==> src/rtl/fetch_line_queue.sv <==
`default_nettype none
// ============================================================================
// Module      : fetch_line_queue
// Description : Instruction-fetch front end. Issues line-aligned I-cache
//               requests, aligns returned lines to the fetch PC and queues
//               them for decode. Optional macro FETCH_PC_OUT_EN adds a per-entry
//               PC and the out_pc port.
// Revision    : 1.0 - initial release
// ============================================================================
module fetch_line_queue #(
  parameter int          FETCH_WIDTH = 2,
  parameter int          QUEUE_DEPTH = 4,
  parameter logic [31:0] RESET_PC    = 32'h0
) (
  input  logic                             clk,
  input  logic                             reset,
  output logic [31:0]                      icache_addr,
  output logic                             icache_req,
  input  logic                             icache_ready,
  input  logic [FETCH_WIDTH*32-1:0]        icache_data,
  input  logic                             icache_valid,
  input  logic                             redirect_valid,
  input  logic [31:0]                      redirect_pc,
  output logic [FETCH_WIDTH-1:0]           out_valid,
  output logic [FETCH_WIDTH*32-1:0]        out_instr,
  input  logic                             out_ready,
  output logic [$clog2(QUEUE_DEPTH+1)-1:0] queue_count
`ifdef FETCH_PC_OUT_EN
  ,
  output logic [31:0]                      out_pc
`endif
);

  localparam int          c_OFF_W      = $clog2(FETCH_WIDTH);
  localparam int          c_LSB        = c_OFF_W + 2;
  localparam int          c_PTR_W      = $clog2(QUEUE_DEPTH);
  localparam int          c_CNT_W      = $clog2(QUEUE_DEPTH + 1);
  localparam int          c_LW         = FETCH_WIDTH * 32;
  localparam logic [31:0] c_LINE_BYTES = 32'(FETCH_WIDTH * 4);
  localparam logic [31:0] c_OFF_MASK   = 32'(FETCH_WIDTH * 4 - 1);
  localparam logic [c_OFF_W:0] c_FW    = (c_OFF_W + 1)'(FETCH_WIDTH);

  logic [31:0]        r_pc;
  logic               r_inflight;
  logic               r_epoch;
  logic               r_req_epoch;
  logic [c_OFF_W-1:0] r_req_off;
  logic [c_PTR_W-1:0] r_wr_ptr;
  logic [c_PTR_W-1:0] r_rd_ptr;
  logic [c_CNT_W-1:0] r_count;
  logic [c_LW-1:0]    r_fifo_data [QUEUE_DEPTH];
  logic [c_OFF_W-1:0] r_fifo_off  [QUEUE_DEPTH];

  logic [31:0]        w_line_base;
  logic               w_credit;
  logic               w_accept;
  logic               w_push;
  logic               w_pop;
  logic               w_empty;
  logic [c_LW-1:0]    w_head_data;
  logic [c_OFF_W-1:0] w_head_off;
  logic [c_LW-1:0]    w_shifted;

  assign w_line_base = r_pc & ~c_OFF_MASK;
  assign w_credit    = (32'(r_count) + 32'(r_inflight)) < 32'(QUEUE_DEPTH);
  // Reset gates the request so it is low asynchronously while reset is held.
  assign icache_req  = !reset && !redirect_valid && w_credit;
  assign icache_addr = reset ? 32'h0 : w_line_base;
  assign w_accept    = icache_req && icache_ready;
  assign w_push      = icache_valid && r_inflight && !redirect_valid &&
                       (r_req_epoch == r_epoch);
  assign w_empty     = (r_count == '0);
  assign w_pop       = out_ready && !w_empty && !redirect_valid;
  assign queue_count = r_count;

  always_ff @(posedge clk or posedge reset) begin
    if (reset) begin
      r_pc        <= RESET_PC & 32'hFFFF_FFFC;
      r_inflight  <= 1'b0;
      r_epoch     <= 1'b0;
      r_req_epoch <= 1'b0;
      r_req_off   <= '0;
      r_wr_ptr    <= '0;
      r_rd_ptr    <= '0;
      r_count     <= '0;
    end else begin
      if (w_accept) begin
        r_inflight  <= 1'b1;
        r_req_epoch <= r_epoch;
        r_req_off   <= r_pc[c_LSB-1:2];
      end else if (icache_valid) begin
        r_inflight  <= 1'b0;
      end

      if (redirect_valid) begin
        r_epoch  <= ~r_epoch;
        r_pc     <= redirect_pc & 32'hFFFF_FFFC;
        r_wr_ptr <= '0;
        r_rd_ptr <= '0;
        r_count  <= '0;
      end else begin
        if (w_accept) r_pc <= w_line_base + c_LINE_BYTES;
        if (w_push)   r_wr_ptr <= r_wr_ptr + c_PTR_W'(1);
        if (w_pop)    r_rd_ptr <= r_rd_ptr + c_PTR_W'(1);
        case ({w_push, w_pop})
          2'b10:   r_count <= r_count + c_CNT_W'(1);
          2'b01:   r_count <= r_count - c_CNT_W'(1);
          default: r_count <= r_count;
        endcase
      end
    end
  end

  // Storage needs no reset: the output path is gated by the occupancy count.
  always_ff @(posedge clk) begin
    if (w_push) begin
      r_fifo_data[r_wr_ptr] <= icache_data;
      r_fifo_off[r_wr_ptr]  <= r_req_off;
    end
  end

  assign w_head_data = r_fifo_data[r_rd_ptr];
  assign w_head_off  = r_fifo_off[r_rd_ptr];
  assign w_shifted   = w_head_data >> {w_head_off, 5'b0};
  assign out_instr   = w_empty ? '0 : w_shifted;

  generate
    for (genvar k = 0; k < FETCH_WIDTH; k++) begin : g_slot
      localparam logic [c_OFF_W:0] c_K = (c_OFF_W + 1)'(k);
      assign out_valid[k] = !w_empty && (({1'b0, w_head_off} + c_K) < c_FW);
    end
  endgenerate

`ifdef FETCH_PC_OUT_EN
  logic [31:0] r_req_pc;
  logic [31:0] r_fifo_pc [QUEUE_DEPTH];

  always_ff @(posedge clk or posedge reset) begin
    if (reset)         r_req_pc <= 32'h0;
    else if (w_accept) r_req_pc <= r_pc;
  end

  always_ff @(posedge clk) begin
    if (w_push) r_fifo_pc[r_wr_ptr] <= r_req_pc;
  end

  assign out_pc = w_empty ? 32'h0 : r_fifo_pc[r_rd_ptr];
`else
  // Without the PC option the queue carries only line data and slot offset.
`endif

endmodule
`default_nettype wire

==> config.mk <==
export PLATFORM = sky130hd
export DESIGN_NAME = fetch_line_queue
export DESIGN_NICKNAME = d
export VERILOG_FILES = /design/src/rtl/fetch_line_queue.sv
export SDC_FILE = /design/constraint.sdc
export NUM_CORES = 1
export LEC_CHECK = 0
export ABC_CLOCK_PERIOD_IN_PS = 6800
export CORE_MARGIN = 5
export CORE_UTILIZATION = 55
export DETAILED_ROUTE_END_ITERATION = 8
export PLACE_DENSITY_LB_ADDON = 0.12
export SLEW_MARGIN = 20
export SYNTH_ARGS = -nofsm -noshare
export SYNTH_HDL_FRONTEND = slang
export SYNTH_SLANG_ARGS = --single-unit
==> constraint.sdc <==
create_clock -name clk -period 6.8 [get_ports clk]
set_input_delay 1.36 -clock clk [delete_from_list [all_inputs] [get_ports clk]]
set_output_delay 1.36 -clock clk [all_outputs]
set_load 0.05 [all_outputs]
==> impl_metrics.json, run 1 <==
{
  "critPathLaunch": "r_rd_ptr[0]$_DFFE_PP0P_",
  "n_antenna_cell": 0,
  "hold_path_class": "reg2reg",
  "dieArea_um2": 26100,
  "crit_path_max_incr_delay_ns": 0.81,
  "synth.largest_area_cell": "edfxtp_1",
  "gp_congestion": 0.823,
  "fp.dieW_um": 162,
  "worst_pin_slew_ns": 1.02,
  "synth_cell_types": 50,
  "cp_data_arrival_time_ns": 3.91,
  "drt-pass1-iter-count": 5,
  "synthTopCellsByCount": "260 x edfxtp_1, 65 x mux4_2, 57 x nor2_1, 44 x nand2_1, 41 x dfrtp_1",
  "fin_crit_ns": 5.27,
  "start_util": 0.559,
  "place_area_um2": 14900,
  "critPathBufInv": 2,
  "syn_avg_cell_area_um2": 16.8,
  "min-delay-start": "r_pc[2]$_DFFE_PP0P_",
  "ant_nets": 0,
  "post_cts_buffers": 0,
  "crit_path_end_kind": "primary output",
  "final_area_um2": 15800,
  "p_leak_nw": 5.34,
  "seq_area_frac_synth": 0.698,
  "synth.most_common_cell": "edfxtp_1",
  "wirelength_mm": 27.3,
  "status": "finished, final reports clean",
  "clk_path_buf_depth": 3,
  "drv.max_cap_violation_count": 0,
  "rsz0062_at_grt": "no",
  "hold_viol": 0,
  "clk_latency_ns": 0.55,
  "netlist_area_um2": 12700,
  "synthArstFlopShare": 0.136,
  "drtIter0Drc": 518,
  "required_ns": 5.44,
  "synth_warnings": 0,
  "synth_ff_type": "edfxtp_1",
  "regToRegSetupSlack_ns": 4.11,
  "fin_setup_tns_ns": 0,
  "cts_tree": "done",
  "clk_pin_slew_ns": 0.06,
  "ctsHoldBuffers": 0,
  "pwr_density_cell_nw_per_um2": 354,
  "coreArea_um2": 22600,
  "worst_path_max_delay_cell": "clkdlybuf4s50_1",
  "ctsResizeCount": 0,
  "r2r_end": "queue_count[2]$_DFFE_PP0P_",
  "drive_above_1_share": 0.134,
  "cts_root_buffer": "clkbuf_16",
  "grt-ovfl-total": 0,
  "via_count": 7341,
  "io_pins": 204,
  "antenna_found_initial": 0,
  "fin_crit_sh": 0.774,
  "skew_ns": 0.0193,
  "synth_edf_count": 260,
  "via_per_inst": 5.87,
  "path_max_fanout": 21,
  "finalNetCount": 1052,
  "whs_ns": 0.487,
  "slew_headroom": 0.317,
  "setup_viol": 0,
  "grt_pass1_wl_mm": 43.0,
  "route.detailed.wl_per_inst_um": 21.8,
  "cp_top_family": "buffers and inverters",
  "r2r_start": "queue_count[0]$_DFFE_PP0P_",
  "fmax_mhz": 190,
  "synth_seq_cells": 301,
  "grt_pass1_vias": 7953,
  "r2r.worst_path.cells": 9,
  "hpwl_mm": 16.3,
  "synth_top_cells_by_area": "edfxtp_1 62%, mux4_2 12%, dfrtp_1 8.1%",
  "synth_top_area_share": 0.617,
  "ir_worst_vdd_mv": 0.270,
  "worstSetupPathType": "reg2out",
  "die_y_um": 162,
  "syn-instance-count": 751,
  "numClockSinks": 301,
  "grt_max_degree": 66,
  "grt_use_total": 0.208,
  "cts_buffers": 30,
  "route.detailed.drc": 0,
  "worstHoldEndpoint": "r_req_off$_DFFE_PP0P_",
  "crit_chain": "mux4_2, nor2_2, buf_4, and2_1, clkdlybuf4s50_1",
  "htreeDepth": 1,
  "cp-start-kind": "register",
  "slew_violations": 0,
  "syn2layout_area_growth_pct": 24.6,
  "min_path_cells": 2,
  "rows": 55,
  "port_buffers": 198
}
==> stage by stage <==
step	instances	util	power (mW)	worst slack (ns)
6_report	1251	0.696	5.59	1.53
5_1_grt	1251	0.696	5.81	1.36
4_1_cts	1251	0.697	5.63	1.45
3_5_place_dp	1197	0.656	4.11	1.70
3_3_place_gp	1197	0.656	4.08	1.80
2_1_floorplan	753	-	3.48	2.13
==> worst min-delay path: cells and delay by family, from the launching register on <==
kind / cells / cell delay (ns)
flip-flops: 1 / 0.35
AND/OR/NAND/NOR: 2 / 0.10
==> logic make-up after synthesis <==
kind of cell / synth area share
AO/OA/AOI/OAI: 0.0331
XOR/XNOR: 0.00415
adder cells (fa/ha/maj): 0.00653
buffers and inverters: 0.0213
flip-flops: 0.698
multiplexers: 0.147
other: 0.000296
AND/OR/NAND/NOR: 0.0898
==> per-layer routing <==
layer  GRT usage  part of all wire  vias to the layer above  wire length [um]
met3      0.0327             0.060                       40              1650
met2       0.361              0.50                      298             13800
li1            -                 -                     3291                 -
met5           0                 0                        -                 0
met4      0.0519             0.022                        0               605
met1       0.282              0.41                     3712             11300
==> power by group <==
group / internal, mW / switching, mW
Clock: 0.889 / 0.640
Combinational: 0.705 / 1.19
Sequential: 2.08 / 0.0870
==> final cells by class <==
cell class,instances,area (um^2)
tap,285,357
clock inverter,10,67.6
timing repair buffer,206,2040
fill,1490,6870
clock buffer,44,845
sequential,301,8840
multi-input combinational,393,3570
inverter,12,45.0
==> worst max-delay path by stage <==
stage	endpoint	depth (start not counted)
after CTS	out_instr[62]	5
after detailed placement	icache_req	3
final	out_instr[51]	5
after global placement	icache_req	3
after floorplan	icache_req	3
after global routing	out_instr[60]	5
==> sequential cells by signal, summed over array words and instances, names as in the netlist, 2 cells and up <==
| register | cells |
|---|---|
| queue_count | 3 |
| r_fifo_off | 4 |
| r_fifo_data | 256 |
| r_pc | 30 |
| r_wr_ptr | 2 |
| r_rd_ptr | 2 |
==> layout by cell type, fill, tap and decap left out, drive strengths merged, types with 2 or more instances in the layout <==
cell type      instances
a21o                   3
a21oi                  6
a221o                  4
a31o                   2
a31oi                  2
a32oi                  5
and2                  38
and3                   6
buf                    9
clkbuf                44
clkdlybuf4s50        197
clkinv                 9
conb                   3
dfrtp                 41
edfxtp               260
ha                     5
inv                   12
mux2i                 38
mux4                  65
nand2                 44
nand3                 16
nand4                  9
nor2                  58
nor2b                 24
nor3                   6
nor4                   7
o211ai                 8
o21ai                 15
o311ai                 7
o31ai                  3
or3                    3
xnor2                  2
xor2                   4
Power figures use the tool's default switching activity.
==> run 2: changes to the inputs <==
--- a/config.mk
+++ b/config.mk
@@ -5,9 +5,9 @@
 export SDC_FILE = /design/constraint.sdc
 export NUM_CORES = 1
 export LEC_CHECK = 0
-export ABC_CLOCK_PERIOD_IN_PS = 6800
+export ABC_CLOCK_PERIOD_IN_PS = 4600
 export CORE_MARGIN = 5
-export CORE_UTILIZATION = 55
+export CORE_UTILIZATION = 48
 export DETAILED_ROUTE_END_ITERATION = 8
 export PLACE_DENSITY_LB_ADDON = 0.12
 export SLEW_MARGIN = 20
==> constraint.sdc (replaced) <==
create_clock -name clk -period 4.6 [get_ports clk]
set_input_delay 0.92 -clock clk [delete_from_list [all_inputs] [get_ports clk]]
set_output_delay 0.92 -clock clk [all_outputs]
set_load 0.05 [all_outputs]
==> run 2 against run 1 <==
Effect of this change: clock power grew 59%; register-to-register slack worse by 2.1 ns; clock skew down 0.0034 ns; first-iteration DRC count is 1.4% higher; utilization down 6.9 points; die area increased by 14%; combinational power rose by 61%; sequential share of layout area down 1.9 points; wire length up 3.6%.
==> impl_metrics.json, run 2 (synthesized netlist as in run 1, its figures left out) <==
{
  "hold_path_class": "reg2reg",
  "grt_pass1_wl_mm": 44.7,
  "layout_common_cells": "260 x edfxtp_1, 132 x clkdlybuf4s50_1, 65 x mux4_2",
  "cp-start-kind": "register",
  "slew_violations": 0,
  "ant_nets": 0,
  "route.detailed.drc": 0,
  "ir_worst_vdd_mv": 0.504,
  "setup_viol": 0,
  "cp_data_arrival_time_ns": 2.81,
  "path_max_fanout": 33,
  "drt-pass1-iter-count": 5,
  "coreArea_um2": 26000,
  "cts_root_buffer": "clkbuf_16",
  "ctsResizeCount": 0,
  "via_count": 7390,
  "clk_path_buf_depth": 3,
  "grt_pass1_vias": 8281,
  "clk_latency_ns": 0.55,
  "numClockSinks": 301,
  "p_leak_nw": 5.67,
  "top_register": "r_fifo_data",
  "top_regs": "r_fifo_data (256), r_pc (30), r_fifo_off (4)",
  "die_y_um": 172,
  "cts_tree": "done",
  "filler_cell_count": 1901,
  "r2r_end": "queue_count[2]$_DFFE_PP0P_",
  "worstSetupPathType": "reg2out",
  "route.detailed.wl_per_inst_um": 21.6,
  "cts_buffers": 31,
  "gp_congestion": 0.796,
  "min-delay-start": "r_pc[2]$_DFFE_PP0P_",
  "port_buffers": 198,
  "final_common_cell": "edfxtp_1",
  "min_path_cells": 2,
  "syn2layout_area_growth_pct": 28.9,
  "hold_viol": 0,
  "antenna_found_initial": 0,
  "skew_ns": 0.0159,
  "worstHoldEndpoint": "r_req_off$_DFFE_PP0P_",
  "post_cts_buffers": 0,
  "regToRegSetupSlack_ns": 2.04,
  "required_ns": 3.68,
  "power_mw": 8.63,
  "n_antenna_cell": 0,
  "grt-ovfl-total": 0,
  "fmax_mhz": 268,
  "finalNetCount": 1058,
  "crit_path_end_kind": "primary output",
  "r2r.worst_path.cells": 7,
  "fin_crit_sh": 0.812,
  "drv.max_cap_violation_count": 0,
  "pwr_density_cell_nw_per_um2": 529,
  "fin_crit_ns": 3.73,
  "dieArea_um2": 29700,
  "wirelength_mm": 28.3,
  "htreeDepth": 1,
  "start_util": 0.487,
  "via_per_inst": 5.65,
  "drtIter0Drc": 525,
  "io_pins": 204,
  "fp.dieW_um": 172,
  "worst_pin_slew_ns": 1.01,
  "ctsHoldBuffers": 0,
  "r2r_start": "queue_count[0]$_DFFE_PP0P_",
  "fin_setup_tns_ns": 0,
  "rows": 59,
  "hpwl_mm": 17.1,
  "rsz0062_at_grt": "no",
  "grt_max_degree": 67,
  "status": "finished, final reports clean",
  "clk_pin_slew_ns": 0.06,
  "drive_above_1_share": 0.213,
  "largest_register_ffs": 256,
  "slew_headroom": 0.327,
  "grt_use_total": 0.191
}
-- run 2: changes by cell type in the layout (fill, tap and decap cells not counted) --
cell | previous run | this run
clkbuf_1 | 11 | 2
clkdlybuf4s50_1 | 197 | 132
clkinv_1 | 6 | 9
buf_12 | 0 | 40
clkinv_2 | 3 | 4
buf_2 | 1 | 0
clkbuf_8 | 2 | 4
clkbuf_16 | 31 | 34
inv_6 | 0 | 2
buf_4 | 8 | 39
-- run 2: metrics by stage --
step                instance area [um^2]  hold WS, ns   util  cells  worst slack, ns
finish                             16300        0.487  0.628   1308            0.865
floorplan                          12700        0.439      -    753            0.813
CTS                                16300        0.492  0.628   1308            0.764
detailed placement                 15300        0.454  0.589   1252             1.06
global placement                   15300        0.458  0.589   1252             1.12
global route                       16300        0.537  0.628   1308            0.682
-- run 2: where the power goes --
group | switching (mW) | internal (mW)
Combinational | 1.86 | 1.18
Sequential | 0.0961 | 3.07
Clock | 0.985 | 1.44
-- run 2: per-layer routing --
layer,GRT usage,wire (um),vias up
met2,0.334,14300,263
met4,0.0482,546,0
met1,0.249,11600,3776
met5,0,0,-
met3,0.0354,1800,42
li1,-,-,3309
-- run 2: how the worst max path moves through the flow --
stage,cells after the start,slack (ns),start,to
2_1_floorplan,3,0.81,redirect_valid,icache_req
6_report,5,0.87,r_rd_ptr[1]$_DFFE_PP0P_,out_instr[12]
4_1_cts,5,0.76,r_rd_ptr[1]$_DFFE_PP0P_,out_instr[31]
5_1_grt,5,0.68,r_rd_ptr[1]$_DFFE_PP0P_,out_instr[31]
3_5_place_dp,7,1.06,redirect_valid,r_pc[17]$_DFFE_PP0P_
3_3_place_gp,7,1.12,redirect_valid,r_pc[6]$_DFFE_PP0P_
-- run 2: critical path: stages, from the launching register on --
cell and delay [ns]:
dfrtp_4 0.76, mux4_2 0.33, buf_4 0.57, mux2i_1 0.27
nor2_1 0.08, buf_4 0.22
-- run 2: area by class of cell --
type,instances,area (um^2),area share
sequential,301,8840,0.542
multi-input combinational,393,3570,0.219
timing repair buffer,211,2410,0.148
clock buffer,40,913,0.0560
tap,335,419,0.0257
clock inverter,16,101,0.00621
inverter,12,45.0,0.00276
